$ cat config.mk
export PLATFORM = sky130hd
export DESIGN_NAME = dmem_lsu
export DESIGN_NICKNAME = d
export VERILOG_FILES = /design/src/rtl/dmem_lsu.sv
export SDC_FILE = /design/constraint.sdc
export NUM_CORES = 1
export LEC_CHECK = 0
export ABC_AREA = 1
export BUFFER_PORTS_ARGS = -buffer_cell sky130_fd_sc_hd__buf_4
export CAP_MARGIN = 20
export CORE_UTILIZATION = 39
export DETAILED_ROUTE_END_ITERATION = 8
export PLACE_DENSITY = 0.64
export RECOVER_POWER = 50
export SYNTH_ARGS = -nofsm -noshare
export SYNTH_HDL_FRONTEND = slang
export SYNTH_SLANG_ARGS = --single-unit
$ cat constraint.sdc
create_clock -name clk -period 6 [get_ports clk]
set_input_delay 1.8 -clock clk [delete_from_list [all_inputs] [get_ports clk]]
set_output_delay 1.8 -clock clk [all_outputs]
set_load 0.01 [all_outputs]
$ cat src/rtl/dmem_lsu.sv
`default_nettype none
// =============================================================================
// dmem_lsu : load/store unit for a single-port, word-wide data memory with
//            registered reads; sub-word stores use read-modify-write.
// Revision : 1.0
// =============================================================================
module dmem_lsu #(
  parameter int ADDR_W = 8,
  parameter int DATA_W = 32
) (
  input  logic              clk,
  input  logic              rst_n,
  input  logic              req_valid,
  output logic              req_ready,
  input  logic              req_we,
  input  logic [1:0]        req_size,
  input  logic              req_signed,
  input  logic [ADDR_W-1:0] req_addr,
  input  logic [DATA_W-1:0] req_wdata,
  output logic              resp_valid,
  output logic              resp_err,
  output logic [DATA_W-1:0] resp_rdata,
  output logic              mem_we,
  output logic [ADDR_W-1:0] mem_a,
  output logic [DATA_W-1:0] mem_wd,
  input  logic [DATA_W-1:0] mem_rd
);

  localparam logic [1:0] C_SZ_BYTE = 2'b00;
  localparam logic [1:0] C_SZ_HALF = 2'b01;
  localparam logic [1:0] C_SZ_WORD = 2'b10;

  typedef enum logic [2:0] {
    S_IDLE = 3'd0,
    S_RD   = 3'd1,
    S_CAP  = 3'd2,
    S_WR   = 3'd3,
    S_RESP = 3'd4
  } state_t;

  state_t r_state;
  state_t w_state_nxt;

  logic              r_we;
  logic [1:0]        r_size;
  logic              r_signed;
  logic [ADDR_W-1:0] r_addr;
  logic [DATA_W-1:0] r_wdata;
  logic [DATA_W-1:0] r_wbuf;

  logic              w_accept;
  logic              w_req_err;
  logic [7:0]        w_byte;
  logic [15:0]       w_half;
  logic [DATA_W-1:0] w_load_val;
  logic [DATA_W-1:0] w_merge;

  assign w_accept = req_valid & req_ready;

  always_comb begin
    w_req_err = 1'b0;
    case (req_size)
      C_SZ_BYTE: w_req_err = 1'b0;
      C_SZ_HALF: w_req_err = req_addr[0];
      C_SZ_WORD: w_req_err = (req_addr[1:0] != 2'b00);
      default:   w_req_err = 1'b1;
    endcase
  end

  // Lane extraction and merge both operate on the registered read word.
  always_comb begin
    w_byte     = mem_rd[{r_addr[1:0], 3'b000} +: 8];
    w_half     = r_addr[1] ? mem_rd[31:16] : mem_rd[15:0];
    w_load_val = mem_rd;
    case (r_size)
      C_SZ_BYTE: w_load_val = {{24{r_signed & w_byte[7]}}, w_byte};
      C_SZ_HALF: w_load_val = {{16{r_signed & w_half[15]}}, w_half};
      default:   w_load_val = mem_rd;
    endcase
  end

  always_comb begin
    w_merge = mem_rd;
    if (r_size == C_SZ_BYTE) begin
      w_merge[{r_addr[1:0], 3'b000} +: 8] = r_wdata[7:0];
    end else begin
      w_merge[{r_addr[1], 4'b0000} +: 16] = r_wdata[15:0];
    end
  end

  always_comb begin
    w_state_nxt = r_state;
    case (r_state)
      S_IDLE: begin
        if (w_accept) begin
          if (w_req_err) begin
            w_state_nxt = S_RESP;
          end else if (req_we && (req_size == C_SZ_WORD)) begin
            w_state_nxt = S_WR;
          end else begin
            w_state_nxt = S_RD;
          end
        end
      end
      S_RD:    w_state_nxt = S_CAP;
      S_CAP:   w_state_nxt = r_we ? S_WR : S_RESP;
      S_WR:    w_state_nxt = S_RESP;
      S_RESP:  w_state_nxt = S_IDLE;
      default: w_state_nxt = S_IDLE;
    endcase
  end

  always_ff @(posedge clk or negedge rst_n) begin
    if (!rst_n) begin
      r_state <= S_IDLE;
    end else begin
      r_state <= w_state_nxt;
    end
  end

  always_ff @(posedge clk or negedge rst_n) begin
    if (!rst_n) begin
      r_we     <= 1'b0;
      r_size   <= 2'b00;
      r_signed <= 1'b0;
      r_addr   <= '0;
      r_wdata  <= '0;
    end else if (w_accept) begin
      r_we     <= req_we;
      r_size   <= req_size;
      r_signed <= req_signed;
      r_addr   <= req_addr;
      r_wdata  <= req_wdata;
    end
  end

  always_ff @(posedge clk or negedge rst_n) begin
    if (!rst_n) begin
      r_wbuf <= '0;
    end else if ((r_state == S_CAP) && r_we) begin
      r_wbuf <= w_merge;
    end
  end

  // Response fields change only on the way into RESP and hold afterwards.
  always_ff @(posedge clk or negedge rst_n) begin
    if (!rst_n) begin
      resp_err   <= 1'b0;
      resp_rdata <= '0;
    end else if ((r_state == S_IDLE) && w_accept && w_req_err) begin
      resp_err   <= 1'b1;
      resp_rdata <= '0;
    end else if ((r_state == S_CAP) && !r_we) begin
      resp_err   <= 1'b0;
      resp_rdata <= w_load_val;
    end else if (r_state == S_WR) begin
      resp_err   <= 1'b0;
      resp_rdata <= '0;
    end
  end

  assign req_ready  = (r_state == S_IDLE);
  assign resp_valid = (r_state == S_RESP);
  assign mem_we     = (r_state == S_WR);
  assign mem_a      = {r_addr[ADDR_W-1:2], 2'b00};
  assign mem_wd     = (r_state != S_WR)       ? '0      :
                      (r_size == C_SZ_WORD)   ? r_wdata : r_wbuf;

endmodule
`default_nettype wire
* Yosys cells after proc, flatten, opt, wreduce, memory -nomap -nowiden
Cells that the tools add are included.
** Storage, ports and cells
- Register bits :: 112
** Operators by class
- Bitwise logic cells :: 3
- Add/subtract/negate cells :: 2
- Reductions and logical operators :: 11
- Muxes and demuxes :: 19
- Shift-type cells :: 5
- Equality and inequality tests :: 10
** Operator list (count)
- 32-bit two-way mux :: 6
- 32-bit bitwise mux :: 2
- 32-bit one-hot mux with 2 select lines :: 1
- 16-bit by 7-bit variable shift with 32-bit output (first input constant) :: 1
- 8-bit by 7-bit variable shift with 32-bit output (first input constant) :: 1
- 16-bit by 7-bit indexed part select with 32-bit output :: 1
- 32-bit by 6-bit indexed part select with 8-bit output :: 1
- 8-bit by 7-bit indexed part select with 32-bit output :: 1
- 16-bit two-way mux :: 1
- 5-bit negation with 7-bit output :: 2
- 3-bit one-hot mux with 4 select lines :: 1
- 3-bit two-way mux :: 3
- 3-bit by 2-bit == test with 1-bit output (second input constant) :: 2
- 1-bit logical AND :: 5
- 2-bit by 1-bit == test with 1-bit output (second input constant) :: 2
- 2-bit == test (second input constant) :: 2
- 2-bit logical NOT :: 2
- 1-bit bitwise AND :: 3
- 3-bit by 1-bit == test with 1-bit output (second input constant) :: 1
- 3-bit == test (second input constant) :: 1
- 3-bit logical NOT :: 1
- 1-bit two-way mux :: 3
- 3-bit by 2-bit inequality test with 1-bit output (second input constant) :: 1
- 1-bit one-hot mux with 3 select lines :: 1
- 5 further kinds :: 5

* Depth between registers and ports, before layout
- Depth after elaboration :: 6
- Gate-level depth with buffers :: 11
- Gate-level depth less buffers :: 9

* Worst setup path after synthesis
OpenSTA, ideal clock, no wires.
- Kind :: reg2out
- From :: register r_size[1]
- To :: output port mem_wd[10]
- Arrival time :: 1221 ps
- Cell stages (with the launch flop) :: 7
- Data required time :: 4200 ps
- Slack :: 2979 ps
- Cells stage by stage :: dfrtp_1 -> inv_4 -> nor2_2 -> inv_2 -> clkbuf_1 -> nand2_1 -> a21oi_1
** On the way
- Cells in the longest elaborated chain, start to end :: 3
** Ends and longest elaborated chain
- start: declaration :: line 45 : logic [1:0] r_size;
- start signal: assignment :: line 130 : r_size <= req_size;
- 2-bit == test :: line 167 : (r_size == C_SZ_WORD) ? r_wdata : r_wbuf;
- 32-bit two-way mux :: line 167
- 32-bit two-way mux :: line 166 : assign mem_wd = (r_state != S_WR) ? '0 :
- end: declaration :: line 25 : output logic [DATA_W-1:0] mem_wd,
No other way between the ends.

* Worst setup path in the final report
- From :: register r_size[1]
- To :: output port mem_wd[24]
Same word-level chain as after synthesis.

==> results.toml <==
[yosys]
synth.most_common_cell = "nand2_1"
syn_area_sq_um = 6530
yosys_warnings = 0
yosys.area.top_type = "dfrtp_1"
async_flop_share = 1.00
ys_top_cells_by_count = "365 x nand2_1, 112 x dfrtp_1, 89 x a21oi_1"
synth_top_area_frac = 0.429
ys.flop_type = "dfrtp_1"
synth-edff-count = 0
synth_area_leaders = "dfrtp_1 43%, nand2_1 21%, a21oi_1 6.8%"
syn_inst = 938
ys_types = 28
syn-mean-instance-area_sq_um = 6.96
ys_seq_area_frac = 0.429
ys_ff_latch = 112

[floorplanning]
die_y_microns = 131
dieArea_sq_um = 17300
io_pins = 155
num_rows = 46
die_w_microns = 131
start_util = 0.405
core_sq_um = 16100

[worst_hold_path]
min_path_type = "flip-flop to flip-flop"
min_path_cells = 2
worstHoldStart = "r_wdata[25]"
min_to = "r_wdata[25]"

[clock_network]
clk_latency_ns = 0.37
clockBufferDepth = 2
post-cts-setup-buffer-count = 0
post_cts_resized = 0
cts_sinks = 112
cts_hold_buf = 0
clockRootBuffer = "clkbuf_16"
cts_made_buffers = 9
cts.clk_slew.worst_paths_ns = 0.08
cts_tree = "done"
cts.htree.levels = 3

[run_status]
violations = "capacitance limit, slew limit"
outcome = "complete, but fails checks"

[setup_path]
slowest_stage = "dfrtp_1"
setup.worst_path.start_class = "flip-flop"
reg2reg_from = "r_state[1]"
worst_path_largest_cell_delay_ns = 1.03
path_max_fanout = 31
rrSetupSlack_ns = 1.98
path_cells = "inv_4 -> nor2_2 -> inv_2 -> o21ai_1 -> a21oi_1 -> buf_4"
endpoint_kind = "output pin"
crit_arrival_ns = 3.15
critical_path_required_ns = 4.20
r2r-end = "resp_rdata[29]"
crit_family = "flip-flops"
crit_type = "flip-flop to output pin"
crit_buf_inv = 3
reg2reg_depth = 8

[sta]
maxSlewViolCount = 153
clock_skew_ns = 0.0106
post-route-min-period_ns = 4.95
rsz0062_at_grt = "no"
timing.fmax_mhz = 202
final.period_utilization = 0.824
hold_violations = 0
max-slew-margin-rel = -0.736
setup_viol = 0
fin_setup_tns_ns = 0
worstMarginPinSlew_ns = 2.60

[layout]
drive_gt1_frac = 0.189
final_util = 0.500
n_antenna_cell = 0
area_delta_synth_final_pct = 23.3
fillCellCount = 1685
layout.nets = 1129

[placement]
portBuffers = 152
place_congestion = 0.895
hpwl_microns = 14500

[detailed_routing]
wl_per_cell_microns = 16.2
first_iter_violations = 719
ant_nets = 0
firstDrtPassIters = 7
drc_errors = 0
avgViaCountPerCell = 5.24
vias = 6636
wl_microns = 20500

[global_route]
grt-ovfl-total = 0
grt_usage = 0.239
grt_start_max_net_pins = 78
grt_pass1_wl_microns = 32300
antenna_found_initial = 0
grt_pass1_vias = 5833

[power_and_ir_drop]
powerDensity_nw_per_um2 = 505
p_leak_nw = 4.20
power_mw = 4.07
max-vdd-ir-drop_uv = 402

[run]
drv_cap = 3
-- tightest hold or removal path, cell delays in order (launching register included) --
cell     delay [ns]
dfrtp_1        0.35
nand2_1        0.05
nand2_1        0.05
-- final cells by class --
| type | count | area (sq um) | area share |
|---|---|---|---|
| Clock buffer | 10 | 239 | 0.0297 |
| Clock inverter | 6 | 90.1 | 0.0112 |
| Inverter | 55 | 209 | 0.0260 |
| Multi-Input combinational cell | 706 | 3210 | 0.398 |
| Sequential cell | 112 | 2800 | 0.348 |
| Tap cell | 216 | 270 | 0.0336 |
| Timing Repair Buffer | 161 | 1230 | 0.153 |
-- metal layers --
| metal | routed length [microns] | GRT usage |
|---|---|---|
| met2 | 9020 | 0.350 |
| met4 | 514 | 0.0995 |
| met3 | 1280 | 0.0301 |
| met5 | 0 | 0 |
| met1 | 9680 | 0.352 |
-- logic make-up after synthesis --
family | after synthesis | synth area share
AND/OR/NAND/NOR | 472 | 0.298
adder cells (fa/ha/maj) | 5 | 0.00958
AO/OA/AOI/OAI | 227 | 0.183
buffers and inverters | 121 | 0.0799
other | 1 | 0.000574
flip-flops | 112 | 0.429
-- worst max path at each step --
stage	cells after the start	start	end	slack, ns
finish	6	r_size[1]	mem_wd[24]	1.05
global route	6	r_size[1]	mem_wd[11]	0.78
CTS	6	r_size[1]	mem_wd[27]	1.08
detailed placement	6	r_size[1]	mem_wd[27]	1.48
global placement	6	r_size[1]	mem_wd[27]	1.57
floorplan	6	r_size[1]	mem_wd[10]	2.98
-- registers in the layout (all words and copies together), names as in the netlist --
| name | count |
|---|---|
| resp_err | 1 |
| r_we | 1 |
| r_signed | 1 |
| r_wdata | 32 |
| r_state | 3 |
| r_addr | 8 |
| r_size | 2 |
| r_wbuf | 32 |
| resp_rdata | 32 |
-- power by group --
group          total [mW]  switching (mW)  internal, mW  leakage (nW)
Sequential           1.42           0.298          1.12          1.40
Clock               0.678           0.298         0.380         0.159
Combinational        1.97            1.27         0.700          2.65
Total                4.07            1.86          2.20          4.20
-- through the flow --
stage                     area, sq um  instances  hold slack, ns  setup slack (ns)
after global routing             8050       1266           0.495             0.777
after floorplan                  6530        939           0.442              2.98
after global placement           7690       1248           0.458              1.57
after detailed placement         7720       1249           0.460              1.48
after CTS                        8050       1265           0.482              1.08
final                            8050       1266           0.477              1.05
-- layout by cell type (no fill, tap or decap), types with 3 or more instances in the layout --
cell type	instances
nand3_1	65
o21ai_1	17
o22ai_1	16
ha_1	5
a21oi_1	89
nor2_2	3
o211ai_1	13
buf_4	154
inv_1	43
nor2_4	3
dfrtp_1	112
nor2_1	28
o21ai_0	89
clkbuf_1	4
inv_2	11
a31oi_1	3
clkbuf_16	9
nand2_1	366
(Power assumes the default switching activity.)
